`src/rtl/return_address_stack_pkg.sv`:
```
// Shared constants and the resolved-branch packet used by the return address stack.
// RAS_DEPTH and br_results_t mirror the core's cva5_config / cva5_types definitions.
package return_address_stack_pkg;

   localparam int RAS_DEPTH = 8;

   typedef struct packed {
      logic        valid;
      logic [31:0] pc;
      logic [31:0] target;
      logic        is_branch;
      logic        is_call;
      logic        is_return;
      logic        branch_taken;
   } br_results_t;

endpackage

```
`src/rtl/return_address_stack_if.sv`:
```
// Fetch/branch-unit side bundle of the return address stack.
// master = fetch and branch logic driving predictions, slave = the stack itself.
interface return_address_stack_if;
   import return_address_stack_pkg::*;

   logic        fetch_push;
   logic [31:0] fetch_push_addr;
   logic        fetch_pop;
   br_results_t br_results;
   logic        branch_flush;
   logic [31:0] ras_top;
   logic        ras_valid;

   modport master (
      output fetch_push, fetch_push_addr, fetch_pop, br_results, branch_flush,
      input  ras_top, ras_valid
   );

   modport slave (
      input  fetch_push, fetch_push_addr, fetch_pop, br_results, branch_flush,
      output ras_top, ras_valid
   );

endinterface

```
`src/rtl/lutram_1w_1r.sv`:
```
// Distributed RAM with one synchronous write port and one asynchronous read port.
// Read data is combinational from raddr; contents are not reset.
module lutram_1w_1r
   #(
      parameter int WIDTH = 32,
      parameter int DEPTH = 8
   )
   (
      input  logic                     clk,
      input  logic [$clog2(DEPTH)-1:0] waddr,
      input  logic [$clog2(DEPTH)-1:0] raddr,
      input  logic                     ram_write,
      input  logic [WIDTH-1:0]         new_ram_data,
      output logic [WIDTH-1:0]         ram_data_out
   );

   logic [WIDTH-1:0] ram [DEPTH];

   always_ff @(posedge clk) begin
      if (ram_write)
         ram[waddr] <= new_ram_data;
   end

   assign ram_data_out = ram[raddr];

endmodule

```
`src/rtl/return_address_stack.sv`:
```
// Speculative return address stack with a committed shadow copy for misprediction recovery.
// Zero-cycle top read; pushes visible next cycle; flush restores pointers but not storage.
module return_address_stack
   import return_address_stack_pkg::*;
   #(
      parameter int DEPTH = RAS_DEPTH
   )
   (
      input  logic                   clk,
      input  logic                   rst,
      return_address_stack_if.slave  ras
   );

   localparam int PTR_W = $clog2(DEPTH);
   localparam int CNT_W = PTR_W + 1;
   localparam logic [CNT_W-1:0] FULL = CNT_W'(DEPTH);

   logic [PTR_W-1:0] spec_ptr, spec_ptr_next;
   logic [CNT_W-1:0] spec_count, spec_count_next;
   logic [PTR_W-1:0] commit_ptr, commit_ptr_next;
   logic [CNT_W-1:0] commit_count, commit_count_next;

   logic             ram_write;
   logic [PTR_W-1:0] waddr;
   logic             unused_br;

   assign unused_br = ^{ras.br_results.pc, ras.br_results.target,
                        ras.br_results.is_branch, ras.br_results.branch_taken};

   // Shared pointer/count rule for both copies; push+pop replaces the top in place.
   function automatic logic [PTR_W+CNT_W-1:0] stack_step(
      input logic             push,
      input logic             pop,
      input logic [PTR_W-1:0] ptr,
      input logic [CNT_W-1:0] cnt
   );
      logic [PTR_W-1:0] p;
      logic [CNT_W-1:0] c;
      p = ptr;
      c = cnt;
      if (push && pop) begin
         if (cnt == '0)
            c = CNT_W'(1);
      end else if (push) begin
         p = ptr + PTR_W'(1);
         if (cnt != FULL)
            c = cnt + CNT_W'(1);
      end else if (pop && (cnt != '0)) begin
         p = ptr - PTR_W'(1);
         c = cnt - CNT_W'(1);
      end
      return {p, c};
   endfunction

   always_comb begin
      commit_ptr_next   = commit_ptr;
      commit_count_next = commit_count;
      if (ras.br_results.valid)
         {commit_ptr_next, commit_count_next} = stack_step(ras.br_results.is_call,
            ras.br_results.is_return, commit_ptr, commit_count);

      if (ras.branch_flush) begin
         spec_ptr_next   = commit_ptr_next;
         spec_count_next = commit_count_next;
      end else begin
         {spec_ptr_next, spec_count_next} = stack_step(ras.fetch_push, ras.fetch_pop,
            spec_ptr, spec_count);
      end
   end

   // Wrong-path pushes still land in storage; only the pointers are rolled back on flush.
   assign ram_write = rst && !ras.branch_flush && ras.fetch_push;
   assign waddr     = ras.fetch_pop ? spec_ptr : spec_ptr + PTR_W'(1);

   always_ff @(posedge clk) begin
      if (!rst) begin
         spec_ptr     <= '0;
         spec_count   <= '0;
         commit_ptr   <= '0;
         commit_count <= '0;
      end else begin
         spec_ptr     <= spec_ptr_next;
         spec_count   <= spec_count_next;
         commit_ptr   <= commit_ptr_next;
         commit_count <= commit_count_next;
      end
   end

   lutram_1w_1r #(
      .WIDTH (32),
      .DEPTH (DEPTH)
   ) ras_ram (
      .clk          (clk),
      .waddr        (waddr),
      .raddr        (spec_ptr),
      .ram_write    (ram_write),
      .new_ram_data (ras.fetch_push_addr),
      .ram_data_out (ras.ras_top)
   );

   assign ras.ras_valid = (spec_count != '0);

endmodule

```
`src/flat_wrapper.sv`:
```
// flat-port wrapper written by rule: the top's interface ports become plain ports
module return_address_stack_flat import return_address_stack_pkg::*;
#(
      parameter int DEPTH = RAS_DEPTH
   )
  (clk, rst, ras_fetch_push, ras_fetch_push_addr, ras_fetch_pop, ras_br_results, ras_branch_flush, ras_ras_top, ras_ras_valid);
  return_address_stack_if ras_i ();
  input  logic clk;
  input  logic rst;
  input wire logic [$bits(ras_i.fetch_push)-1:0] ras_fetch_push;
  input wire logic [$bits(ras_i.fetch_push_addr)-1:0] ras_fetch_push_addr;
  input wire logic [$bits(ras_i.fetch_pop)-1:0] ras_fetch_pop;
  input wire logic [$bits(ras_i.br_results)-1:0] ras_br_results;
  input wire logic [$bits(ras_i.branch_flush)-1:0] ras_branch_flush;
  output wire logic [$bits(ras_i.ras_top)-1:0] ras_ras_top;
  output wire logic [$bits(ras_i.ras_valid)-1:0] ras_ras_valid;
  assign ras_i.fetch_push = ras_fetch_push;
  assign ras_i.fetch_push_addr = ras_fetch_push_addr;
  assign ras_i.fetch_pop = ras_fetch_pop;
  assign ras_i.br_results = ras_br_results;
  assign ras_i.branch_flush = ras_branch_flush;
  assign ras_ras_top = ras_i.ras_top;
  assign ras_ras_valid = ras_i.ras_valid;
  return_address_stack #(.DEPTH(DEPTH)) u_core (.clk(clk), .rst(rst), .ras(ras_i));
endmodule
```
`config.mk`:
```
export PLATFORM = sky130hd
export DESIGN_NAME = return_address_stack_flat
export DESIGN_NICKNAME = d
export VERILOG_FILES = /design/src/rtl/return_address_stack_pkg.sv /design/src/rtl/return_address_stack_if.sv /design/src/rtl/lutram_1w_1r.sv /design/src/rtl/return_address_stack.sv /design/src/flat_wrapper.sv
export SDC_FILE = /design/constraint.sdc
export NUM_CORES = 1
export LEC_CHECK = 0
export CAP_MARGIN = 20
export CORE_ASPECT_RATIO = 1.1
export CORE_MARGIN = 2
export CORE_UTILIZATION = 39
export CTS_BUF_LIST = sky130_fd_sc_hd__clkbuf_4 sky130_fd_sc_hd__clkbuf_8
export CTS_CLUSTER_SIZE = 24
export DETAILED_ROUTE_END_ITERATION = 10
export PLACE_DENSITY_LB_ADDON = 0.05
export SLEW_MARGIN = 20
export SYNTH_ARGS = -nofsm -noshare
export SYNTH_HDL_FRONTEND = slang
export SYNTH_SLANG_ARGS = --single-unit
```
`constraint.sdc`:
```
create_clock -name clk -period 3.4 [get_ports clk]
set_clock_uncertainty 0.1 [all_clocks]
set_input_delay 0.68 -clock clk [delete_from_list [all_inputs] [get_ports clk]]
set_output_delay 0.68 -clock clk [all_outputs]
set_load 0.02 [all_outputs]
```
==> impl_metrics.yaml, run 1 <==
global_routing:
  grt_max_degree: 41
  track_usage_pct: 15.7
  grt_remaining_overflow: 0
  grt_antenna_before_repair: 0
  grt_pass1_vias: 6037
  grt_first_pass_wirelength_um: 34900
synth:
  syn_inst: 537
  yosysTopAreaCell: "edfxtp_1"
  synth_area_um2: 10900
  synthTopCellsByArea: "edfxtp_1, mux4_2, mux2_2"
  synth_cell_type_count: 58
  synth_nets: 652
  yosysSeqAreaShare_pct: 73.4
  postSynth.asyncResetShare_pct: 0
  synth_edf_count: 256
  avgSynthCellArea_um2: 20.4
  ys_warn_count: 0
  yosysTopAreaCellShare_pct: 70.3
  synth.ff_latch_count: 273
  synth-main-ff-cell: "edfxtp_1"
clock_network:
  cts_buffer_depth: 3
  hold_buffers: 0
  clkSinkCount: 273
  cts_root_buf: "clkbuf_8"
  clkTransAtPathRegs_ps: 60
  insertion_delay_ps: 530
  cts_tree: "yes"
  cts_made_buffers: 45
  htree_levels: 2
layout:
  drive_gt1_share_pct: 31.4
  n_antenna_cell: 0
  fin_nets: 776
  post-route-util_pct: 48.3
  fin_cells: 1057
  syn_to_final_growth_pct: 22.3
  nFillCells: 2368
die:
  fp.dieArea_um2: 29400
  die_y_um: 180
  placement_rows: 64
  initial_core_util_pct: 39.5
  io-pin-count: 139
  die_w_um: 164
  coreArea_um2: 27700
placed_design:
  hpwl_um: 12700
  place_congestion: 0.754
  placedCellCount: 972
  port_buffers: 72
setup_path:
  crit_family: "multiplexers"
  cp-start-kind: "flop"
  crit_buf_inv: 2
  endpoint_kind: "output pin"
  slowest_stage: "mux4_2"
  crit_arrival_ps: 2530
  required_ps: 2620
  worst-setup-path-type: "reg2out"
  cp_max_fo: 8
  crit_chain: "buf_4, mux4_2, mux2_2, clkdlybuf4s50_1"
  critPathMaxStageDelay_ps: 540
power_and_ir_drop:
  ir_drop_mv: 0.327
  p_leak_uw: 0.00438
  finalPower_uw: 7400
  power.density_nw_per_um2: 553
sta:
  period_needed_ps: 3310
  worstMarginPinSlew_ps: 553
  drv_slew: 0
  fin_tns_setup_ps: 0
  timing.final.hold_violations: 0
  finalSetupViolCount: 0
  rsz0062_at_grt: "yes"
  max_slew_margin_pct: 63.1
  max_freq_mhz: 302
  fin_crit_sh_pct: 97.4
routing:
  routed_wl_um: 22700
  vias: 5423
  routedWlPerCell_um: 21.5
  ant_nets: 0
  drt_drc_violations_left: 0
  dr.first_iter.drc_count: 405
  dr.pass1.iters: 4
  vias_per_cell: 5.13
run:
  drv_cap: 0
outcome:
  outcome: "completed"
worst_hold_path:
  hp-class: "reg2reg"
[metal layers]
metal | routed length, um | global-route usage, % | share of wire [%]
met3 | 1160 | 3.28 | 5.1
met5 | 0 | 0 | 0
met2 | 11500 | 26.6 | 51
met4 | 411 | 4.25 | 1.8
met1 | 9630 | 20.7 | 42
[cell type report]
type,instances,area [um2],area share (%)
well taps,363,454,3.39
multi-input cells,223,2800,20.9
clock buffers,61,746,5.57
repair buffers,105,1200,8.97
flip-flops and latches,273,8040,60.1
inverters,13,48.8,0.365
clock inverters,19,95.1,0.711
[Yosys cell counts, drive strengths merged (2+ instances only)]
library cell and count:
edfxtp 256, mux4 64, mux2 33, dfxtp 17, clkbuf 16, nor2 16, buf 12, inv 12
nand3 9, ha 8, nor2b 7, o21ai 7, a21oi 6, mux2i 6, xnor2 6, a31oi 4
nand2 4, nor3 4, a311oi 3, a41oi 3, and2 3, a2111oi 2, a211oi 2, a221oi 2
and3 2, and3b 2, nand4 2, o211ai 2, o21a 2
[through the flow]
step	hold slack, ps	cell area [um2]	setup slack [ps]
4_1_cts	505	13300	-71.9
5_1_grt	550	13400	-25.4
2_1_floorplan	461	10900	74.7
3_5_place_dp	494	12400	335
6_report	505	13400	89.3
3_3_place_gp	484	12400	377
[cell families after synthesis]
logic type | share of synthesized area, %
AO/OA/AOI/OAI | 3.47
buffers and inverters | 1.58
multiplexers | 17.1
flip-flops | 73.4
XOR/XNOR | 0.480
AND/OR/NAND/NOR | 2.88
adder cells (fa/ha/maj) | 1.10
[registers in the layout, indices dropped and copies added (netlist names), named ones only]
name                 cells
u_core.spec_ptr          3
u_core.commit_count      4
u_core.spec_count        4
u_core.commit_ptr        3
u_core.ras_ram.ram     256
[worst paths after layout]
path,cells past startpoint,end,slack [ps],from
hold reg to reg,2,u_core.commit_ptr[2],500,u_core.commit_ptr[2]
hold / removal,2,u_core.commit_ptr[2],500,u_core.commit_ptr[2]
setup reg to reg,6,u_core.ras_ram.ram[4][13],860,u_core.spec_ptr[0]
setup / recovery,4,ras_ras_top[0],90,flop
[cells in the final DEF (no fill, tap or decap), drive strengths merged, types with 6 or more instances in the layout]
| cell type | synthesis | final |
|---|---|---|
| nor2 | 16 | 16 |
| dfxtp | 17 | 17 |
| mux2 | 33 | 33 |
| o21ai | 7 | 7 |
| buf | 12 | 32 |
| nor2b | 7 | 7 |
| ha | 8 | 8 |
| a21oi | 6 | 6 |
| inv | 12 | 12 |
| nand3 | 9 | 9 |
| mux4 | 64 | 64 |
| clkdlybuf4s50 | 0 | 48 |
| xnor2 | 6 | 6 |
| clkinv | 1 | 19 |
| dlygate4sd2 | 0 | 11 |
| dlymetal6s2s | 0 | 13 |
| clkbuf | 16 | 62 |
| edfxtp | 256 | 256 |
| mux2i | 6 | 6 |
[report_power, final]
part | internal (uW) | switching (uW) | total [uW] | leakage, uW
clock | 1420 | 1230 | 2660 | 0.000447
sequential | 3730 | 36.0 | 3770 | 0.00245
combinational | 494 | 479 | 973 | 0.00148
total | 5650 | 1750 | 7400 | 0.00438
[tightest hold or removal path: stages (launching register included)]
cell     delay, ps
dfxtp_1        320
xnor2_1         90
and2_1         150
[repair_timing]
item | CTS | global route
cloned | 0 | 1
setup endpoints to repair | 27 | 20
buffers inserted | 1 | 3
resized for setup | 11 | 14
Note: power is estimated with default switching activity, not from simulation.
==> run 2: changes to the inputs <==
- ABC_AREA: default -> 1
- REMOVE_ABC_BUFFERS: default -> 1
==> run 2 against run 1 <==
Synthesized area is 1.9% higher. Final cell count rose by 34%. Setup slack improved by 66 ps. Sequential share of layout area decreased by 0.12 points. Critical endpoint is now ras_ras_top[7]. Final area grew 0.16%. Utilization shrank 0.34 points. Hold slack got worse by 130 ps. Power increased by 5.7%. First-iteration DRC count is 2.7% lower. Clock-buffer cell count grew 2.
==> impl_metrics.yaml, run 2 <==
power_and_ir_drop:
  p_leak_uw: 0.00464
  power.density_nw_per_um2: 584
  ir_drop_mv: 0.247
placed_design:
  placedCellCount: 1335
  hpwl_um: 13400
  place_area_um2: 12500
  port_buffers: 72
  place_congestion: 0.809
die:
  placement_rows: 64
  fp.dieArea_um2: 30000
  initial_core_util_pct: 39.9
  coreArea_um2: 27900
  die_w_um: 165
  die_y_um: 181
  io-pin-count: 139
layout:
  reg_top3: "u_core.ras_ram.ram: 256 flops, u_core.commit_count: 4 flops, u_core.spec_count: 4 flops"
  final_cell_area_um2: 13400
  syn_to_final_growth_pct: 20.2
  mostFrequentLayoutCells: "edfxtp_1, nor2_1, o21ai_0"
  fin_cells: 1414
  drive_gt1_share_pct: 13.2
  regMostFlops: "u_core.ras_ram.ram"
  n_antenna_cell: 0
  post-route-util_pct: 48.0
  regArea_um2: 8030
  multiInputGateArea_um2: 2790
  nFillCells: 2499
  largest_register_ffs: 256
  fin_nets: 1136
  final_common_cell: "edfxtp_1"
clock_network:
  cts_tree: "yes"
  clkSinkCount: 273
  cts_made_buffers: 44
  htree_levels: 2
  cts_root_buf: "clkbuf_8"
  insertion_delay_ps: 530
  cts_buffer_depth: 3
  clkTransAtPathRegs_ps: 60
setup_path:
  r2r_slack_ps: 1100
  required_ps: 2620
  slowest_stage: "clkdlybuf4s50_1"
  endpoint_kind: "output pin"
  crit_chain: "inv_4, buf_16, o21ai_0, o22ai_1, nor2_1, a31oi_1, clkdlybuf4s50_1"
  cp-start-kind: "flop"
  crit_arrival_ps: 2460
  worst-setup-path-type: "reg2out"
  crit_family: "buffers and inverters"
  crit_buf_inv: 3
  cp_max_fo: 64
  critPathMaxStageDelay_ps: 630
synth:
  synth.ff_latch_count: 273
  yosysMostFrequentCell: "edfxtp_1"
  synth_commonest_cells: "edfxtp_1, nor2_1, o21ai_0"
  synth_cell_type_count: 35
  postSynth.asyncResetShare_pct: 0
  syn_inst: 918
  avgSynthCellArea_um2: 12.1
  synth_area_um2: 11100
  yosysSeqAreaShare_pct: 72.0
  synth-main-ff-cell: "edfxtp_1"
  synthTopCellsByArea: "edfxtp_1, nor2_1, o21ai_0"
  yosysTopAreaCell: "edfxtp_1"
  synth_edf_count: 256
  yosysTopAreaCellShare_pct: 68.9
  ys_warn_count: 0
routing:
  vias: 7126
  routedWlPerCell_um: 17.9
  drt_drc_violations_left: 0
  vias_per_cell: 5.04
  dr.first_iter.drc_count: 394
  ant_nets: 0
  dr.pass1.iters: 4
  routed_wl_um: 25300
sta:
  finalHoldWorstSlack_ps: 380
  max_freq_mhz: 308
  fin_crit_sh_pct: 95.4
  drv_slew: 0
  max_slew_margin_pct: 71.7
  finalSetupViolCount: 0
  period_needed_ps: 3240
  timing.final.hold_violations: 0
  rsz0062_at_grt: "no"
  worstMarginPinSlew_ps: 420
worst_hold_path:
  hp-class: "reg2reg"
global_routing:
  track_usage_pct: 17.2
  grt_max_degree: 65
  grt_remaining_overflow: 0
  grt_pass1_vias: 7087
  use_met3_pct: 3.26
  grt_antenna_before_repair: 0
  grt_first_pass_wirelength_um: 39200
  use_met2_pct: 28.8
  grt_use_met1_pct: 22.7
  gr-max-usage-layer: "met2"
run:
  drv_cap: 0
outcome:
  outcome: "completed"
## run 2: cell types whose count changed after synthesis, moves of 31 or more
cell | before | now
mux4_2 | 64 | 0
o21ai_0 | 6 | 115
nor2_1 | 16 | 238
mux2_2 | 33 | 0
nand2_1 | 4 | 53
o22ai_1 | 1 | 32
## run 2: cell type report
class,instances,area share (%)
multi-input cells,564,20.8
repair buffers,108,8.98
flip-flops and latches,273,59.9
clock buffers,63,5.63
well taps,363,3.39
inverters,30,0.878
clock inverters,13,0.401
## run 2: report_power, final
part           internal, uW  total (uW)  switching (uW)
logic                   550        1420             874
clock network          1420        2610            1190
registers              3750        3790            40.1
## run 2: logic make-up after synthesis
group | Yosys count | synth area share (%)
compound gates | 224 | 11.0
buf+inv | 81 | 3.56
flops | 273 | 72.0
fa+ha+maj | 9 | 1.08
simple gates | 322 | 11.5
xor+xnor | 9 | 0.774
## run 2: tightest hold or removal path: stages, from the launching register on
cell,delay [ps]
dfxtp_1,300
nand2_1,70
a21oi_1,60
## run 2: what timing repair did
action                                  4_1_cts  5_1_grt
endpoints found under the hold margin         0        0
endpoints found under the setup margin       28       20
resized for setup                            12        7
hold buffers                                  0        0
setup buffers                                 1        2
## run 2: routing by layer
layer,vias to the layer above,wire length [um]
met2,123,12300
met4,0,460
met5,-,0
li1,3496,-
met3,43,1070
met1,3464,11500
## run 2: stage by stage
step           TNS (ps)  power, uW  setup slack [ps]
3_5_place_dp          0       5310               414
6_report              0       7820               155
2_1_floorplan    -54900       4650             -1720
5_1_grt               0       8210              9.88
3_3_place_gp          0       5310               432
4_1_cts               0       7940              1.33
## run 2: worst paths after layout
kind                             start                   endpoint  cells past startpoint
hold reg to reg   u_core.commit_ptr[2]       u_core.commit_ptr[2]                      2
setup / recovery                  flop             ras_ras_top[7]                      7
hold / removal    u_core.commit_ptr[2]       u_core.commit_ptr[2]                      2
setup reg to reg    u_core.spec_ptr[0]  u_core.ras_ram.ram[0][12]                      6
==> run 3: changes to the inputs <==
- CORE_ASPECT_RATIO: 1.1 -> default
- clock period: 3.4 -> 4.1 ns (I/O delays scaled with it)
==> run 3 against run 2 <==
Critical path depth did not move. Non-clock buffer count fell by 5. Global-route usage barely moved. Sequential share of layout area rose by 0.062 points. Hold slack improved by 5.6 ps. Utilization barely moved. Flip-flop and latch count did not move.
==> impl_metrics.yaml, run 3 (same netlist as run 2, synthesis figures left out) <==
setup_path:
  cp_max_fo: 78
  endpoint_kind: "output pin"
  cp-start-kind: "flop"
  worst-setup-path-type: "reg2out"
  required_ps: 3180
  crit_arrival_ps: 2860
routing:
  ant_nets: 0
  vias_per_cell: 5.00
  drt_drc_violations_left: 0
  dr.first_iter.drc_count: 478
  routed_wl_um: 25600
  routedWlPerCell_um: 17.9
  dr.pass1.iters: 6
  vias: 7163
layout:
  final_cell_area_um2: 13400
  final_common_cell: "edfxtp_1"
  drive_gt1_share_pct: 13.4
  post-route-util_pct: 47.9
  regMostFlops: "u_core.ras_ram.ram"
  nFillCells: 2582
  largest_register_ffs: 256
  reg_top3: "u_core.ras_ram.ram: 256 flops, u_core.commit_count: 4 flops, u_core.spec_count: 4 flops"
  syn_to_final_growth_pct: 20.1
  multiInputGateArea_um2: 2790
  n_antenna_cell: 0
  mostFrequentLayoutCells: "edfxtp_1, nor2_1, o21ai_0"
  fin_nets: 1134
  regArea_um2: 8030
global_routing:
  grt_max_degree: 79
  grt_remaining_overflow: 0
  grt_antenna_before_repair: 0
  grt_first_pass_wirelength_um: 40100
  track_usage_pct: 17.2
  grt_pass1_vias: 7113
clock_network:
  insertion_delay_ps: 550
  hold_buffers: 0
  htree_levels: 2
  clkSinkCount: 273
  clkTransAtPathRegs_ps: 60
  cts_tree: "yes"
  cts.repair.resized: 0
  cts_setup_buffers: 0
  cts_buffer_depth: 3
  cts_made_buffers: 47
  cts_root_buf: "clkbuf_8"
power_and_ir_drop:
  finalPower_uw: 6740
  p_leak_uw: 0.00458
  ir_drop_mv: 0.274
  power.density_nw_per_um2: 504
worst_hold_path:
  hp-class: "reg2reg"
die:
  io-pin-count: 139
  die_y_um: 173
  fp.dieArea_um2: 30000
  die_w_um: 173
  initial_core_util_pct: 39.9
  coreArea_um2: 27900
  placement_rows: 61
placed_design:
  place_congestion: 0.763
  place_area_um2: 12400
  hpwl_um: 13900
  port_buffers: 72
sta:
  max_slew_margin_pct: 64.5
  fin_tns_setup_ps: 0
  period_needed_ps: 3780
  fin_crit_sh_pct: 92.3
  finalSetupViolCount: 0
  worstMarginPinSlew_ps: 531
  drv_slew: 0
  max_freq_mhz: 264
  rsz0062_at_grt: "no"
  timing.final.hold_violations: 0
outcome:
  outcome: "completed"
run:
  drv_cap: 0
[run 3: cell count changes in the layout (fill, tap and decap cells not counted), sizes merged]
| cell | before | now |
|---|---|---|
| buf | 35 | 31 |
| bufinv | 0 | 1 |
| clkbuf | 64 | 70 |
| clkdlybuf4s50 | 56 | 72 |
| clkinv | 13 | 14 |
| dlygate4sd2 | 9 | 0 |
| dlymetal6s2s | 7 | 0 |
| inv | 30 | 31 |
[run 3: final timing paths]
path / endpoint / slack, ps / cells past startpoint / startpoint
min reg2reg: u_core.commit_ptr[2] / 390 / 2 / u_core.commit_ptr[2]
max: ras_ras_top[5] / 320 / 7 / flop
min: u_core.commit_ptr[2] / 390 / 2 / u_core.commit_ptr[2]
max reg2reg: u_core.ras_ram.ram[0][22] / 1540 / 6 / u_core.spec_ptr[0]
[run 3: report_power, final]
part           internal, uW  total (uW)  switching [uW]
logic                   449        1160             715
clock network          1380        2430            1050
registers              3110        3150            36.8
total                  4940        6740            1800
[run 3: critical path: stages, from the launching register on]
cell and delay, ps:
dfxtp_4 440, inv_4 240, buf_12 360, o21ai_0 130
o22ai_1 150, nor2_1 70, a31oi_1 230, clkdlybuf4s50_1 650
[run 3: routing by layer]
layer / track usage, % / vias to the layer above / routed length [um]
met5: 0 / - / 0
met4: 5.61 / 0 / 550
met3: 3.21 / 43 / 1180
met2: 29.0 / 159 / 12300
met1: 22.5 / 3455 / 11600
li1: - / 3506 / -
[run 3: per-stage QoR]
stage / cells / worst slack [ps] / hold slack, ps
finish: 1434 / 317 / 385
global route: 1434 / 56.2 / 424
CTS: 1434 / 234 / 389
detailed placement: 1348 / 495 / 382
global placement: 1348 / 531 / 369
floorplan: 867 / -1160 / 356
[run 3: cell type report]
cell class                      count  area share (%)
Inverter                           30           0.860
Timing Repair Buffer              103            7.78
Sequential cell                   273            60.0
Multi-Input combinational cell    564            20.8
Clock inverter                     16           0.720
Clock buffer                       70            6.31
Tap cell                          378            3.53
